File: config.mk
export PLATFORM = sky130hd
export DESIGN_NAME = code_entry
export DESIGN_NICKNAME = d
export VERILOG_FILES = /design/src/rtl/code_entry.sv
export SDC_FILE = /design/constraint.sdc
export NUM_CORES = 1
export LEC_CHECK = 0
export CAP_MARGIN = 30
export CORE_MARGIN = 2
export CORE_UTILIZATION = 55
export CTS_BUF_LIST = sky130_fd_sc_hd__clkbuf_4 sky130_fd_sc_hd__clkbuf_8 sky130_fd_sc_hd__clkbuf_16
export CTS_CLUSTER_SIZE = 14
export DETAILED_ROUTE_END_ITERATION = 16
export PLACE_DENSITY = 0.84
export SKIP_CTS_REPAIR_TIMING = 1
export SLEW_MARGIN = 25
export SYNTH_ARGS = -nofsm -noshare
export SYNTH_HDL_FRONTEND = slang
export SYNTH_SLANG_ARGS = --single-unit
File: constraint.sdc
create_clock -name clk -period 3.3 [get_ports clk]
set_input_delay 0.99 -clock clk [delete_from_list [all_inputs] [get_ports clk]]
set_output_delay 0.99 -clock clk [all_outputs]
set_load 0.01 [all_outputs]
File: src/rtl/code_entry.sv
// Keypad front end of the six-digit lock: collects digits, holds the stored code, runs unlock/change/lockout.
// Latency: all outputs registered; a key affects outputs on the cycle after its strobe; CHECK lasts one cycle.
// Backpressure: none; one key per cycle is consumed or dropped depending on state.
module code_entry #(
  parameter logic [23:0] INIT_CODE   = 24'h123456,
  parameter int          MAX_FAIL    = 3,
  parameter int          LOCK_CYCLES = 1000,
  parameter int          OPEN_CYCLES = 5000
) (
  input  logic        clk,
  input  logic        rst_n,
  input  logic        key_valid,
  input  logic [3:0]  key_code,
  input  logic        match,
  output logic [23:0] entry,
  output logic [23:0] stored,
  output logic        check,
  output logic [2:0]  count,
  output logic        unlock,
  output logic        alarm,
  output logic        saved,
  output logic [2:0]  fail_cnt
);

  localparam int TMAX = (LOCK_CYCLES > OPEN_CYCLES) ? LOCK_CYCLES : OPEN_CYCLES;
  localparam int TW   = (TMAX > 1) ? $clog2(TMAX) : 1;

  typedef enum logic [2:0] {S_ENTRY, S_CHECK, S_OPEN, S_NEWCODE, S_LOCKED} state_t;

  state_t        r_state, w_state_nxt;
  logic [23:0]   r_entry, w_entry_nxt, w_ed_entry;
  logic [2:0]    r_count, w_count_nxt, w_ed_count;
  logic [23:0]   r_stored, w_stored_nxt;
  logic [2:0]    r_fail, w_fail_nxt;
  logic          r_saved, w_saved_nxt;
  logic [TW-1:0] r_timer, w_timer_nxt;

  logic       w_key_digit, w_key_bs, w_key_clr, w_key_ent, w_key_chg;
  logic [2:0] w_fail_inc;
  logic       w_fail_lock;

  assign w_key_digit = key_valid && (key_code <= 4'd9);
  assign w_key_bs    = key_valid && (key_code == 4'hA);
  assign w_key_clr   = key_valid && (key_code == 4'hB);
  assign w_key_ent   = key_valid && (key_code == 4'hC);
  assign w_key_chg   = key_valid && (key_code == 4'hD);

  // A mismatch (or short enter) bumps the counter; reaching the limit diverts into lockout.
  assign w_fail_inc  = r_fail + 3'd1;
  assign w_fail_lock = (w_fail_inc == 3'(MAX_FAIL));

  // Digit-editing result for the current key, used only by the states that collect digits.
  always_comb begin
    w_ed_entry = r_entry;
    w_ed_count = r_count;
    if (w_key_digit && (r_count < 3'd6)) begin
      for (int i = 0; i < 6; i++) begin
        if (r_count == 3'(i)) w_ed_entry[23-4*i -: 4] = key_code;
      end
      w_ed_count = r_count + 3'd1;
    end else if (w_key_bs && (r_count != 3'd0)) begin
      for (int i = 0; i < 6; i++) begin
        if (r_count == 3'(i + 1)) w_ed_entry[23-4*i -: 4] = 4'h0;
      end
      w_ed_count = r_count - 3'd1;
    end else if (w_key_clr) begin
      w_ed_entry = '0;
      w_ed_count = 3'd0;
    end
  end

  // Next-state and next-register values; the free-running decrement is harmless outside OPEN/LOCKED.
  always_comb begin
    w_state_nxt  = r_state;
    w_entry_nxt  = r_entry;
    w_count_nxt  = r_count;
    w_stored_nxt = r_stored;
    w_fail_nxt   = r_fail;
    w_saved_nxt  = 1'b0;
    w_timer_nxt  = (r_timer != '0) ? (r_timer - TW'(1)) : r_timer;
    case (r_state)
      S_ENTRY: begin
        if (w_key_ent) begin
          if (r_count == 3'd6) begin
            w_state_nxt = S_CHECK;
          end else begin
            w_fail_nxt  = w_fail_inc;
            w_entry_nxt = '0;
            w_count_nxt = 3'd0;
            if (w_fail_lock) begin
              w_state_nxt = S_LOCKED;
              w_timer_nxt = TW'(LOCK_CYCLES - 1);
            end
          end
        end else begin
          w_entry_nxt = w_ed_entry;
          w_count_nxt = w_ed_count;
        end
      end
      S_CHECK: begin
        w_entry_nxt = '0;
        w_count_nxt = 3'd0;
        if (match) begin
          w_state_nxt = S_OPEN;
          w_fail_nxt  = 3'd0;
          w_timer_nxt = TW'(OPEN_CYCLES - 1);
        end else begin
          w_fail_nxt = w_fail_inc;
          if (w_fail_lock) begin
            w_state_nxt = S_LOCKED;
            w_timer_nxt = TW'(LOCK_CYCLES - 1);
          end else begin
            w_state_nxt = S_ENTRY;
          end
        end
      end
      S_OPEN: begin
        // Expiry wins over any key pressed in the same cycle.
        if (r_timer == '0)              w_state_nxt = S_ENTRY;
        else if (w_key_chg)             w_state_nxt = S_NEWCODE;
        else if (w_key_clr || w_key_ent) w_state_nxt = S_ENTRY;
      end
      S_NEWCODE: begin
        if (w_key_ent && (r_count == 3'd6)) begin
          w_stored_nxt = r_entry;
          w_saved_nxt  = 1'b1;
          w_entry_nxt  = '0;
          w_count_nxt  = 3'd0;
          w_state_nxt  = S_ENTRY;
        end else if (w_key_clr && (r_count == 3'd0)) begin
          w_state_nxt = S_ENTRY;
        end else begin
          w_entry_nxt = w_ed_entry;
          w_count_nxt = w_ed_count;
        end
      end
      S_LOCKED: begin
        if (r_timer == '0) begin
          w_fail_nxt  = 3'd0;
          w_state_nxt = S_ENTRY;
        end
      end
      default: w_state_nxt = S_ENTRY;
    endcase
  end

  // State register.
  always_ff @(posedge clk or negedge rst_n) begin
    if (!rst_n) r_state <= S_ENTRY;
    else        r_state <= w_state_nxt;
  end

  // Datapath registers; the stored code falls back to the factory value on any reset.
  always_ff @(posedge clk or negedge rst_n) begin
    if (!rst_n) begin
      r_entry  <= '0;
      r_count  <= 3'd0;
      r_stored <= INIT_CODE;
      r_fail   <= 3'd0;
      r_saved  <= 1'b0;
      r_timer  <= '0;
    end else begin
      r_entry  <= w_entry_nxt;
      r_count  <= w_count_nxt;
      r_stored <= w_stored_nxt;
      r_fail   <= w_fail_nxt;
      r_saved  <= w_saved_nxt;
      r_timer  <= w_timer_nxt;
    end
  end

  assign entry    = r_entry;
  assign stored   = r_stored;
  assign count    = r_count;
  assign fail_cnt = r_fail;
  assign saved    = r_saved;
  assign check    = (r_state == S_CHECK);
  assign unlock   = (r_state == S_OPEN) || (r_state == S_NEWCODE);
  assign alarm    = (r_state == S_LOCKED);

endmodule

### Word level (Yosys, flattened, before mapping)

Cells that the tools add are included.

| operators by class | value |
|---|---|
| add/subtract/negate cells | 4 |
| order comparisons | 2 |
| eq/ne operators | 23 |
| mux-type cells | 52 |
| reduce and logical (&&, ||, !) cells | 22 |

Operators with widths:

| kind | count |
|---|---|
| 2-to-1 mux 24 bit | 7 |
| one-hot mux 24 bit (3 select lines) | 1 |
| 2-to-1 mux 13 bit | 5 |
| 2-to-1 mux 3 bit | 21 |
| 2-to-1 mux 4 bit | 12 |
| one-hot mux 13 bit (2 select lines) | 1 |
| one-hot mux 3 bit (3 select lines) | 2 |
| == test 4 bit, second input constant | 4 |
| == test 3 x 2 -> 1 bit, second input constant | 5 |
| one-hot mux 3 bit (5 select lines) | 1 |
| zero test 13 bit | 1 |
| nonzero test 13 bit | 1 |
| subtractor 13 x 1 -> 13 bit, second input constant | 1 |
| == test 3 bit, second input constant | 4 |
| inequality test 3 bit, second input constant | 4 |
| logical AND 1 bit | 9 |
| nonzero test 3 bit | 3 |
| adder 3 x 1 -> 3 bit, second input constant | 2 |
| == test 3 x 1 -> 1 bit, second input constant | 2 |
| zero test 3 bit | 2 |
| AND reduction 5 bit | 1 |
| <= comparator 4 bit, second input constant | 1 |
| inequality test 2 bit, second input constant | 2 |
| inequality test 4 bit, second input constant | 1 |
| other kinds (8) | 10 |

| word-level totals | value |
|---|---|
| flip-flop bits (word level) | 71 |
| input port bits | 8 |
| output and inout bits | 58 |
| word-level logic and storage cells | 110 |

### Depth between registers and ports, before layout

Gate-level depths: netlist of the first run.

| depth | value |
|---|---|
| word-level depth | 8 |
| depth in mapped cells | 9 |
| depth with buffers taken out | 7 |

### Worst setup path before layout of the first run

Ideal clock, no wire load.

| timing | value |
|---|---|
| path type | in2reg |
| start point | input port key_code[3] |
| end point | register r_stored[11] (netlist: stored[11]) |
| data arrival time | 2.533 ns |
| data required time | 3.175 ns |
| path slack | 0.642 ns |
| stages | 6 |
| buffers on the path | 2 |
| cell sequence | buf_2 nand4b_1 or3_1 nor2_2 buf_2 mux2_2 |

| on the way | value |
|---|---|
| longest elaborated chain between the ends | 4 |

Ends and longest elaborated chain:

| item | RTL line | source |
|---|---|---|
| from (decl) | 13 | `input logic [3:0] key_code,` |
| == test 4 bit | 45 | `assign w_key_ent = key_valid && (key_code == 4'hC);` |
| logical AND 1 bit | 45 |  |
| logical AND 1 bit | 124 | `if (w_key_ent && (r_count == 3'd6)) begin` |
| AND reduction 2 bit (no line) | -- |  |
| to (signal assigned) | 165 | `r_stored <= w_stored_nxt;` |
| to (decl) | 33 | `logic [23:0] r_stored, w_stored_nxt;` |

No other way between the ends.
A chain may end at the register's enable or synchronous reset.

### Worst setup path in the final report of the first run

| timing | value |
|---|---|
| start point | register r_state[0] |
| end point | output port check |

| on the way | value |
|---|---|
| longest elaborated chain between the ends | 1 |

Ends and longest elaborated chain:

| item | RTL line | source |
|---|---|---|
| from (decl) | 30 | `state_t r_state, w_state_nxt;` |
| from (signal assigned) | 150 | `else r_state <= w_state_nxt;` |
| == test 3 x 1 -> 1 bit | 177 | `assign check = (r_state == S_CHECK);` |
| to (decl) | 17 | `output logic check,` |

No other way between the ends.

==> impl_results.md, run 1 <==
* Status: complete, no violations
* Synth warn at 0
* CP max stage delay at 0.54 ns
* Critical Path RT at 2.31 ns
* Clock skew at 0.006762 ns
* Sequential Area at 1788 um^2
* Cell Area, Synth at 3513 um^2
* Final WS setup at 0.3453 ns
* Vias per cell at 6.044
* Dpl ws at 0.1829 ns
* I/O pins at 66
* Post-route cell area at 4554 um^2
* Met3 Track Usage GR at 4.055%
* PortBufs at 65
* Congestion Overflow GR at 0
* DRT Pass-1 Iters at 5
* Unrepaired setup endpoints after global routing: no
* Longest Clk Path Bufs at 2
* Largest net degree at the start of global routing at 33
* Critical Path Source Type: flip-flop
* Num rows at 29
* Final Cycle Share at 89.54%
* Syn Nets at 341
* Asr flop ratio synth at 100.0%
* Seq/Total Area, Yosys at 50.89%
* Hold_ws at 0.5079 ns
* Yosys cell types at 52
* Area leader, netlist: dfrtp_1
* GR Util met1 at 35.38%
* Routed Antenna Nets at 0
* Endpoints failing setup at 0
* Initial antenna violation count at 0
* Hpwl dp at 6.069 mm
* CP cell instances: inv_1 > nor3_1 > buf_4 > clkdlybuf4s50_1
* Synth Register Bits at 71
* Die H at 83.93 um
* Worst Path Buf+Inv at 3
* Fin nets at 418
* PD cells at 717.5 nW/um^2
* Worst-Skew Late Latency at 0.35 ns
* ANT cells at 0
* Syn avg cell area at 10.88 um^2
* Clock buffer count from CTS at 9
* CP max FO at 10
* Max frequency at 338.4 MHz
* Post-synth top flop: dfrtp_1
* Pleak at 1.944 nW
* H-tree levels at 3
* CP arrival at 1.96 ns
* Cell with the most instances after synthesis: dfrtp_1
* Number of max-cap violations at 0
* Detailed Route Iter0 Violations at 184
* Top cells by count, synth: 62 x dfrtp_1, 26 x a22o_1, 24 x mux2_2
* Footprint of the multi-input gates at 1619 um^2
* First-pass GRT wire length at 13.78 mm
* Final Max Slew Viols at 0
* HP Class: flip-flop to flip-flop
* DRC viols at 0
* Clock-pin slew on the worst setup and hold paths at 0.07 ns
* Width of the chip at 83.93 um
* Die area at 7043 um^2
* Worst VDD drop at 0.4499 mV
* DR WL/cell at 17.09 um
* Crit Path Category: flip-flop to output pin
* Global-route track usage on met2 at 37.02%
* Total GRT Usage at 24.45%
* Synth-to-Final Area Change at 29.63%
* CTS sink count at 71
* Max-slew headroom at 51.38%
* Setup TNS at 0 ns
* Final Hold Fails at 0
* Dpl cell area at 4335 um^2
* Core area at 6277 um^2
* Post-synth EDFFs at 0
* Starting Density at 55.97%
* CTS root buf: clkbuf_8
* Area share of the largest cell type after synthesis at 44.16%
* Tightest Pin Transition at 0.7292 ns
* Vias in the first global route at 2747
* Total power draw at 3.268 mW
* Number of fill cells in the layout at 447
* Vias at 2913
* CTS tree: built
* CP endpoint kind: output pin
* Largest cells by area after synthesis: dfrtp_1 44%, mux2_2 7.7%, dfstp_2 6.7%
* Share of cells above drive strength 1 at 18.52%
* Final Critical Period at 2.955 ns
* Final wirelength at 8.239 mm
* Gpl congestion at 0.9338
* CP delay by family, top: buffers and inverters
* Gr busiest metal: met2
* Crit-path slowest cell: clkdlybuf4s50_1
* Cell count after synthesis at 323
==> path summary, 6_finish.rpt <==
path / startpoint / end / slack [ns] / depth (start not counted)
setup / recovery: r_state[0] / check / 0.35 / 4
hold / removal: stored[3] / stored[3] / 0.51 / 1
setup reg to reg: r_timer[0] / fail_cnt[2] / 0.80 / 7
hold reg to reg: stored[3] / stored[3] / 0.51 / 1
max in group asynchronous: rst_n / stored[20] / 1.89 / 2
min in group asynchronous: rst_n / fail_cnt[2] / 0.69 / 1
==> area by class of cell <==
class / instances / area share (%)
clock buffers: 9 / 2.720
clock inverters: 7 / 2.088
inverters: 9 / 0.7418
multi-input cells: 227 / 35.55
flip-flops and latches: 71 / 39.26
well taps: 77 / 2.115
repair buffers: 82 / 17.53
==> cell usage in the layout, fill, tap and decap left out, types with 2 or more instances in the layout <==
cell type,n
a21oi_1,10
a22o_1,26
a31oi_1,3
and2_1,4
buf_12,2
buf_4,15
bufinv_16,2
clkbuf_8,9
clkdlybuf4s50_1,64
clkinv_2,2
dfrtp_1,62
dfstp_2,9
ha_1,10
inv_1,9
mux2_2,24
nand2_1,22
nand2b_1,4
nand3_1,8
nand4_1,7
nand4b_1,2
nor2_1,19
nor2b_1,4
nor3_1,6
nor4_1,6
o211ai_1,2
o21ai_0,23
o21ai_1,2
o22ai_1,4
or2_2,3
or3_1,3
or4_1,3
xnor2_1,3
xor2_1,7
==> metal layers <==
metal  vias to the layer above  wire [um]  share of wire [%]
li1                       1345          -                  -
met1                      1425       3712                 45
met2                       124       3843                 47
met3                        19        516                6.3
met4                         0        166                2.0
met5                         -          0                  0
==> where the power goes <==
| group | internal, mW | switching [mW] |
|---|---|---|
| registers | 1.09 | 0.248 |
| logic | 0.611 | 0.552 |
| clock network | 0.426 | 0.342 |
==> flip-flops by register name (all words and copies together) (netlist names) <==
register / count
fail_cnt: 3
stored: 24
r_state: 3
r_timer: 13
count: 3
entry: 24
saved: 1
==> kinds of logic (layout without fill, tap and decap cells) <==
group / Yosys count / count (layout) / synth area share, %
adder cells (fa/ha/maj): 10 / 10 / 3.561
flip-flops: 71 / 71 / 50.89
AND/OR/NAND/NOR: 99 / 99 / 14.96
buffers and inverters: 25 / 107 / 3.027
AO/OA/AOI/OAI: 83 / 83 / 17.09
XOR/XNOR: 10 / 10 / 2.493
multiplexers: 25 / 25 / 7.977
==> per-stage QoR <==
step	cells	utilization (%)
after floorplan	323	-
after global placement	466	69.07
after detailed placement	466	69.07
after CTS	482	72.55
after global routing	482	72.55
final	482	72.55
Note: power is estimated with default switching activity, not from simulation.
==> run 2, diff against run 1 <==
- CORE_MARGIN: 2 -> 10
- HOLD_SLACK_MARGIN: not set -> 0.02
==> impl_results.md, run 2 (synthesis results as in run 1) <==
* Final Max Slew Viols at 0 (unchanged)
* Hold path cells at 1 (unchanged)
* Final Critical Period at 2.932 ns (-0.02244 ns)
* Worst Path Buf+Inv at 3 (unchanged)
* Number of fill cells in the layout at 446 (-0.22%)
* Endpoints failing setup at 0 (unchanged)
* Congestion Overflow GR at 0 (unchanged)
* Max frequency at 341.0 MHz (+0.77%)
* ANT cells at 0 (unchanged)
* Crit Path Category: flip-flop to output pin
* Routed Antenna Nets at 0 (unchanged)
* Vias at 2838 (-2.6%)
* Clock buffer count from CTS at 9 (unchanged)
* DR WL/cell at 18.14 um (+6.1%)
* CP endpoint kind: output pin
* Die area at 9985 um^2 (+42%)
* Hpwl dp at 6.350 mm (+4.6%)
* Crit-path slowest cell: clkdlybuf4s50_1
* Share of cells above drive strength 1 at 17.71% (-0.81 points)
* HP Class: flip-flop to flip-flop
* Largest net degree at the start of global routing at 72 (+120%)
* Number of max-cap violations at 0 (unchanged)
* Pleak at 1.924 nW (-1.0%)
* Worst VDD drop at 0.4368 mV (-2.9%)
* Synth-to-Final Area Change at 28.70%
* Max-slew headroom at 42.62% (-8.8 points)
* Leading cell type in the layout, fill and taps excluded: clkdlybuf4s50_1
* CTS root buf: clkbuf_8
* Vias per cell at 5.937 (-1.8%)
* Total GRT Usage at 17.64% (-6.8 points)
* Gpl congestion at 0.9677 (+3.6%)
* Tightest Pin Transition at 0.8608 ns (+0.1315 ns)
* Fin nets at 414 (-0.96%)
* Clock skew at 0.01224 ns (+0.005473 ns)
* Vias in the first global route at 2855 (+3.9%)
* Critical Path Source Type: flip-flop
* RR Endpoint: entry[10]
* Final Hold Fails at 0 (unchanged)
* Critical Path Start: r_state[0]
* DRC viols at 0 (unchanged)
* CTS sink count at 71 (unchanged)
* Longest Clk Path Bufs at 2 (unchanged)
* PortBufs at 65 (unchanged)
* Hold_sp: stored[14]
* CP max stage delay at 0.54 ns (about the same)
* Reg2reg start: count[0]
* Commonest cells after routing, fill and taps aside: 64 x clkdlybuf4s50_1, 62 x dfrtp_1, 26 x a22o_1, 24 x mux2_2, 23 x o21ai_0
* Register-to-register setup slack at 0.77 ns (-0.03 ns)
* FF-to-FF path depth at 7 (unchanged)
* Clock-pin slew on the worst setup and hold paths at 0.08 ns (about the same)
* CP cell instances: inv_1 > nor3_1 > buf_4 > clkdlybuf4s50_1
* Worst-Skew Late Latency at 0.34 ns (about the same)
* CTS tree: built
* Worst Hold Endpoint: stored[14]
* I/O pins at 66 (unchanged)
* Final wirelength at 8.671 mm (+5.2%)
* CP arrival at 1.94 ns (-0.02 ns)
* Unrepaired setup endpoints after global routing: no
* CP max FO at 10 (unchanged)
* Total power draw at 3.284 mW (+0.49%)
* Gr busiest metal: met2
* Initial antenna violation count at 0 (unchanged)
* Status: complete, no violations
* Global-route track usage on met2 at 27.97% (-9.0 points)
* Dpl ws at 0.1458 ns (-0.03709 ns)
* PD cells at 726.2 nW/um^2 (+1.2%)
* Detailed Route Iter0 Violations at 173 (-6.0%)
* First-pass GRT wire length at 14.50 mm (+5.3%)
* Num rows at 29 (unchanged)
* Final Cycle Share at 88.86% (-0.68 points)
* Width of the chip at 99.93 um (+19%)
* Core area at 6277 um^2 (unchanged)
* Starting Density at 55.97% (unchanged)
* Die H at 99.93 um (+19%)
* CP delay by family, top: buffers and inverters
* H-tree levels at 3 (unchanged)
* DRT Pass-1 Iters at 4 (-1)
* Final WS setup at 0.3677 ns (+0.02244 ns)
* Met3 Track Usage GR at 5.288% (+1.2 points)
* GR Util met1 at 22.42% (-13 points)
* Critical Path RT at 2.31 ns (about the same)
* Setup TNS at 0 ns (unchanged)
## run 2: cell types whose count changed in the layout (fill, tap and decap cells not counted)
| cell | previous run | this run |
|---|---|---|
| inv_8 | 0 | 1 |
| buf_4 | 15 | 12 |
| clkinv_2 | 2 | 0 |
| buf_12 | 2 | 1 |
| clkinv_4 | 1 | 2 |
## run 2: where the power goes
part           internal [mW]  switching (mW)  leakage, nW  total (mW)
sequential              1.09           0.251        0.897        1.34
clock                  0.436           0.352        0.112       0.788
combinational          0.602           0.553        0.915        1.16
## run 2: worst max-delay path by stage
stage	to	slack [ns]	cells after the start
after CTS	check	0.37	4
after global placement	entry[20]	0.29	7
final	check	0.37	4
after floorplan	stored[11]	0.64	6
after detailed placement	entry[10]	0.15	7
after global routing	check	0.22	4
## run 2: area by class of cell
cell class	count	area, um^2	share of cell area (%)
Clock buffer	9	123.9	2.739
Clock inverter	7	105.1	2.324
Sequential cell	71	1788	39.54
Timing Repair Buffer	78	755.7	16.71
Inverter	9	33.78	0.7471
Tap cell	77	96.34	2.131
Multi-Input combinational cell	227	1619	35.81
## run 2: per-stage QoR
stage | area (um^2) | util, % | hold slack, ns | instances
floorplan | 3513 | - | 0.5075 | 323
global placement | 4293 | 68.39 | 0.4899 | 462
detailed placement | 4293 | 68.39 | 0.4950 | 462
CTS | 4522 | 72.04 | 0.5144 | 478
global route | 4522 | 72.04 | 0.5223 | 478
finish | 4522 | 72.04 | 0.5116 | 478
## run 2: routing by layer
layer | vias up | part of all wire (%)
met1 | 1368 | 43
met4 | 0 | 1.3
met5 | - | 0
met3 | 8 | 7.8
met2 | 112 | 47
li1 | 1350 | -
==> run 3, diff against run 2 <==
- ABC_AREA: not set -> 1
- CORE_MARGIN: 10 -> 2
- PLACE_DENSITY: 0.84 -> 0.8
==> impl_results.md, run 3 <==
* Seq/Total Area, Yosys at 38.40% (-12 points)
* Synth-to-Final Area Change at 19.67%
* Unrepaired setup endpoints after global routing: no
* Critical Path RT at 2.31 ns (about the same)
* Switch share at 44.27% (+9.0 points)
* Routed Antenna Nets at 0 (unchanged)
* Area share of the largest cell type after synthesis at 33.32% (-11 points)
* Worst-Skew Late Latency at 0.35 ns (about the same)
* Critical Path Source Type: flip-flop
* Clock buffer count from CTS at 9 (unchanged)
* Crit Path Category: flip-flop to output pin
* CP endpoint kind: output pin
* Worst VDD drop at 0.4624 mV (+5.9%)
* Number of max-cap violations at 0 (unchanged)
* Total GRT Usage at 27.39% (+9.7 points)
* Cell count after synthesis at 663 (+110%)
* Top cells by count, synth: 246 x nand2_1, 86 x nor2_1, 62 x dfrtp_1
* Syn avg cell area at 7.022 um^2 (-35%)
* CTS root buf: clkbuf_8
* Final Max Slew Viols at 0 (unchanged)
* Gpl congestion at 0.9425 (-2.6%)
* Max-slew headroom at 63.20% (+21 points)
* Post-synth top flop: dfrtp_1
* ANT cells at 0 (unchanged)
* Width of the chip at 96.01 um (-3.9%)
* Starting Density at 56.66% (+0.69 points)
* Final Hold Fails at 0 (unchanged)
* Detailed Route Iter0 Violations at 373 (+120%)
* Initial antenna violation count at 0 (unchanged)
* Comb power frac at 48.6% (+13 points)
* Asr flop ratio synth at 100.0% (unchanged)
* Final Cycle Share at 86.28% (-2.6 points)
* Cell Area, Synth at 4656 um^2 (+33%)
* Pleak at 2.840 nW (+48%)
* Congestion Overflow GR at 0 (unchanged)
* Fin cells at 837 (+75%)
* DRC viols at 0 (unchanged)
* Syn Nets at 681 (+100%)
* Hpwl dp at 8.095 mm (+27%)
* Endpoints failing setup at 0 (unchanged)
* Final wirelength at 11.70 mm (+35%)
* Synth warn at 0 (unchanged)
* Final Critical Period at 2.847 ns (-0.08504 ns)
* Die area at 9217 um^2 (-7.7%)
* CP arrival at 1.86 ns (-0.08 ns)
* CP max FO at 5 (-5)
* First-pass GRT wire length at 19.91 mm (+37%)
* Setup TNS at 0 ns (unchanged)
* PD cells at 785.0 nW/um^2 (+8.1%)
* Synth Register Bits at 71 (unchanged)
* Placed Instances at 820 (+77%)
* Status: complete, no violations
* Commonest cells after routing, fill and taps aside: 246 x nand2_1, 86 x nor2_1, 64 x clkdlybuf4s50_1, 62 x dfrtp_1, 52 x inv_1
* Area leader, netlist: dfrtp_1
* Reg power frac at 33.0% (-7.8 points)
* Clock-pin slew on the worst setup and hold paths at 0.08 ns (about the same)
* Vias at 4520 (+59%)
* H-tree levels at 3 (unchanged)
* Core area at 8217 um^2 (+31%)
* Internal power at 2.437 mW (+15%)
* Longest Clk Path Bufs at 2 (unchanged)
* Post-synth EDFFs at 0 (unchanged)
* PortBufs at 65 (unchanged)
* Total power draw at 4.374 mW (+33%)
* CTS sink count at 71 (unchanged)
* DRT Pass-1 Iters at 5 (+1)
* Num rows at 33 (+14%)
* Share of cells above drive strength 1 at 12.30% (-5.4 points)
* Cell with the most instances after synthesis: nand2_1
* I/O pins at 66 (unchanged)
* Clock Power Share at 18.4% (-5.6 points)
* CTS tree: built
* Vias in the first global route at 4183 (+47%)
* Largest cells by area after synthesis: dfrtp_1 33%, nand2_1 20%, nor2_1 6.9%
* Largest net degree at the start of global routing at 72 (unchanged)
* Switch Pwr at 1.937 mW (+67%)
* HP Class: flip-flop to flip-flop
* Max frequency at 351.2 MHz (+3.0%)
* Clock skew at 0.005838 ns (-0.006397 ns)
* Tightest Pin Transition at 0.5477 ns (-0.3130 ns)
* Leading cell type in the layout, fill and taps excluded: nand2_1
* DR WL/cell at 13.98 um (-23%)
* Yosys cell types at 33 (-37%)
* Die H at 96.01 um (-3.9%)
* Vias per cell at 5.400 (-9.0%)
* Fin nets at 745 (+80%)
-- run 3: cell types whose count changed after synthesis, sizes merged, moves of 6 or more --
| cell | previous run | this run |
|---|---|---|
| nor4 | 6 | 0 |
| a21oi | 10 | 2 |
| buf | 12 | 22 |
| nand2 | 22 | 254 |
| mux2 | 24 | 0 |
| nand3 | 8 | 48 |
| nor2 | 20 | 97 |
| o21ai | 25 | 64 |
| inv | 9 | 62 |
| a22o | 26 | 0 |
-- run 3: layer usage --
metal / vias up / routed length [um] / track usage (%)
met3: 12 / 763 / 4.307
met4: 0 / 85 / 6.548
met2: 185 / 5505 / 44.44
li1: 2205 / - / -
met5: - / 0 / 0
met1: 2118 / 5345 / 38.45
-- run 3: kinds of logic (layout without fill, tap and decap cells) --
kind of cell | after synthesis | count (layout) | share of synthesized area [%]
adders and majority gates | 10 | 10 | 2.687
AOI/OAI and AO/OA | 72 | 72 | 9.594
buffers and inverters | 85 | 154 | 9.137
xor gates and xnor gates | 8 | 8 | 1.505
and+or+nand+nor | 417 | 417 | 38.67
DFF | 71 | 71 | 38.40
-- run 3: stage by stage --
step                area (um^2)  util, %  hold slack [ns]  setup WS [ns]
finish                     5572    67.81           0.4659         0.4528
global placement           5314    64.67           0.4514         0.4075
detailed placement         5314    64.67           0.4572         0.3456
CTS                        5544    67.47           0.4700         0.4353
global route               5572    67.81           0.4964         0.3584
floorplan                  4656        -           0.4673          1.317
-- run 3: critical path, stage by stage (launching register included) --
cell             delay, ns
dfrtp_1               0.38
inv_1                 0.09
nand2_1               0.13
nor2_2                0.22
or2_2                 0.15
clkdlybuf4s50_1       0.53
-- run 3: layout make-up --
| class | count | area (um^2) |
|---|---|---|
| fillers | 677 | 2645 |
| clock inverters | 6 | 92.59 |
| multi-input cells | 507 | 2442 |
| flip-flops and latches | 71 | 1788 |
| inverters | 63 | 239.0 |
| clock buffers | 10 | 137.6 |
| repair buffers | 75 | 740.7 |
| well taps | 105 | 131.4 |
-- run 3: power by group through the flow --
stage	Combinational, mW	Clock [mW]	Sequential, mW
after global routing	2.41	0.850	1.48
final	2.13	0.803	1.44
after CTS	2.11	0.818	1.44
after global placement	2.02	0	1.44
after floorplan	1.37	0	1.44
after detailed placement	2.09	0	1.45
-- run 3: final timing paths --
kind	start	endpoint	slack [ns]	depth (start not counted)
min in group asynchronous	rst_n	stored[5]	0.62	2
worst min-delay path	stored[12]	stored[12]	0.47	2
worst min register to register	stored[12]	stored[12]	0.47	2
max in group asynchronous	rst_n	stored[1]	2.08	3
worst max register to register	count[0]	entry[6]	1.05	9
worst max-delay path	r_state[2]	unlock	0.45	5
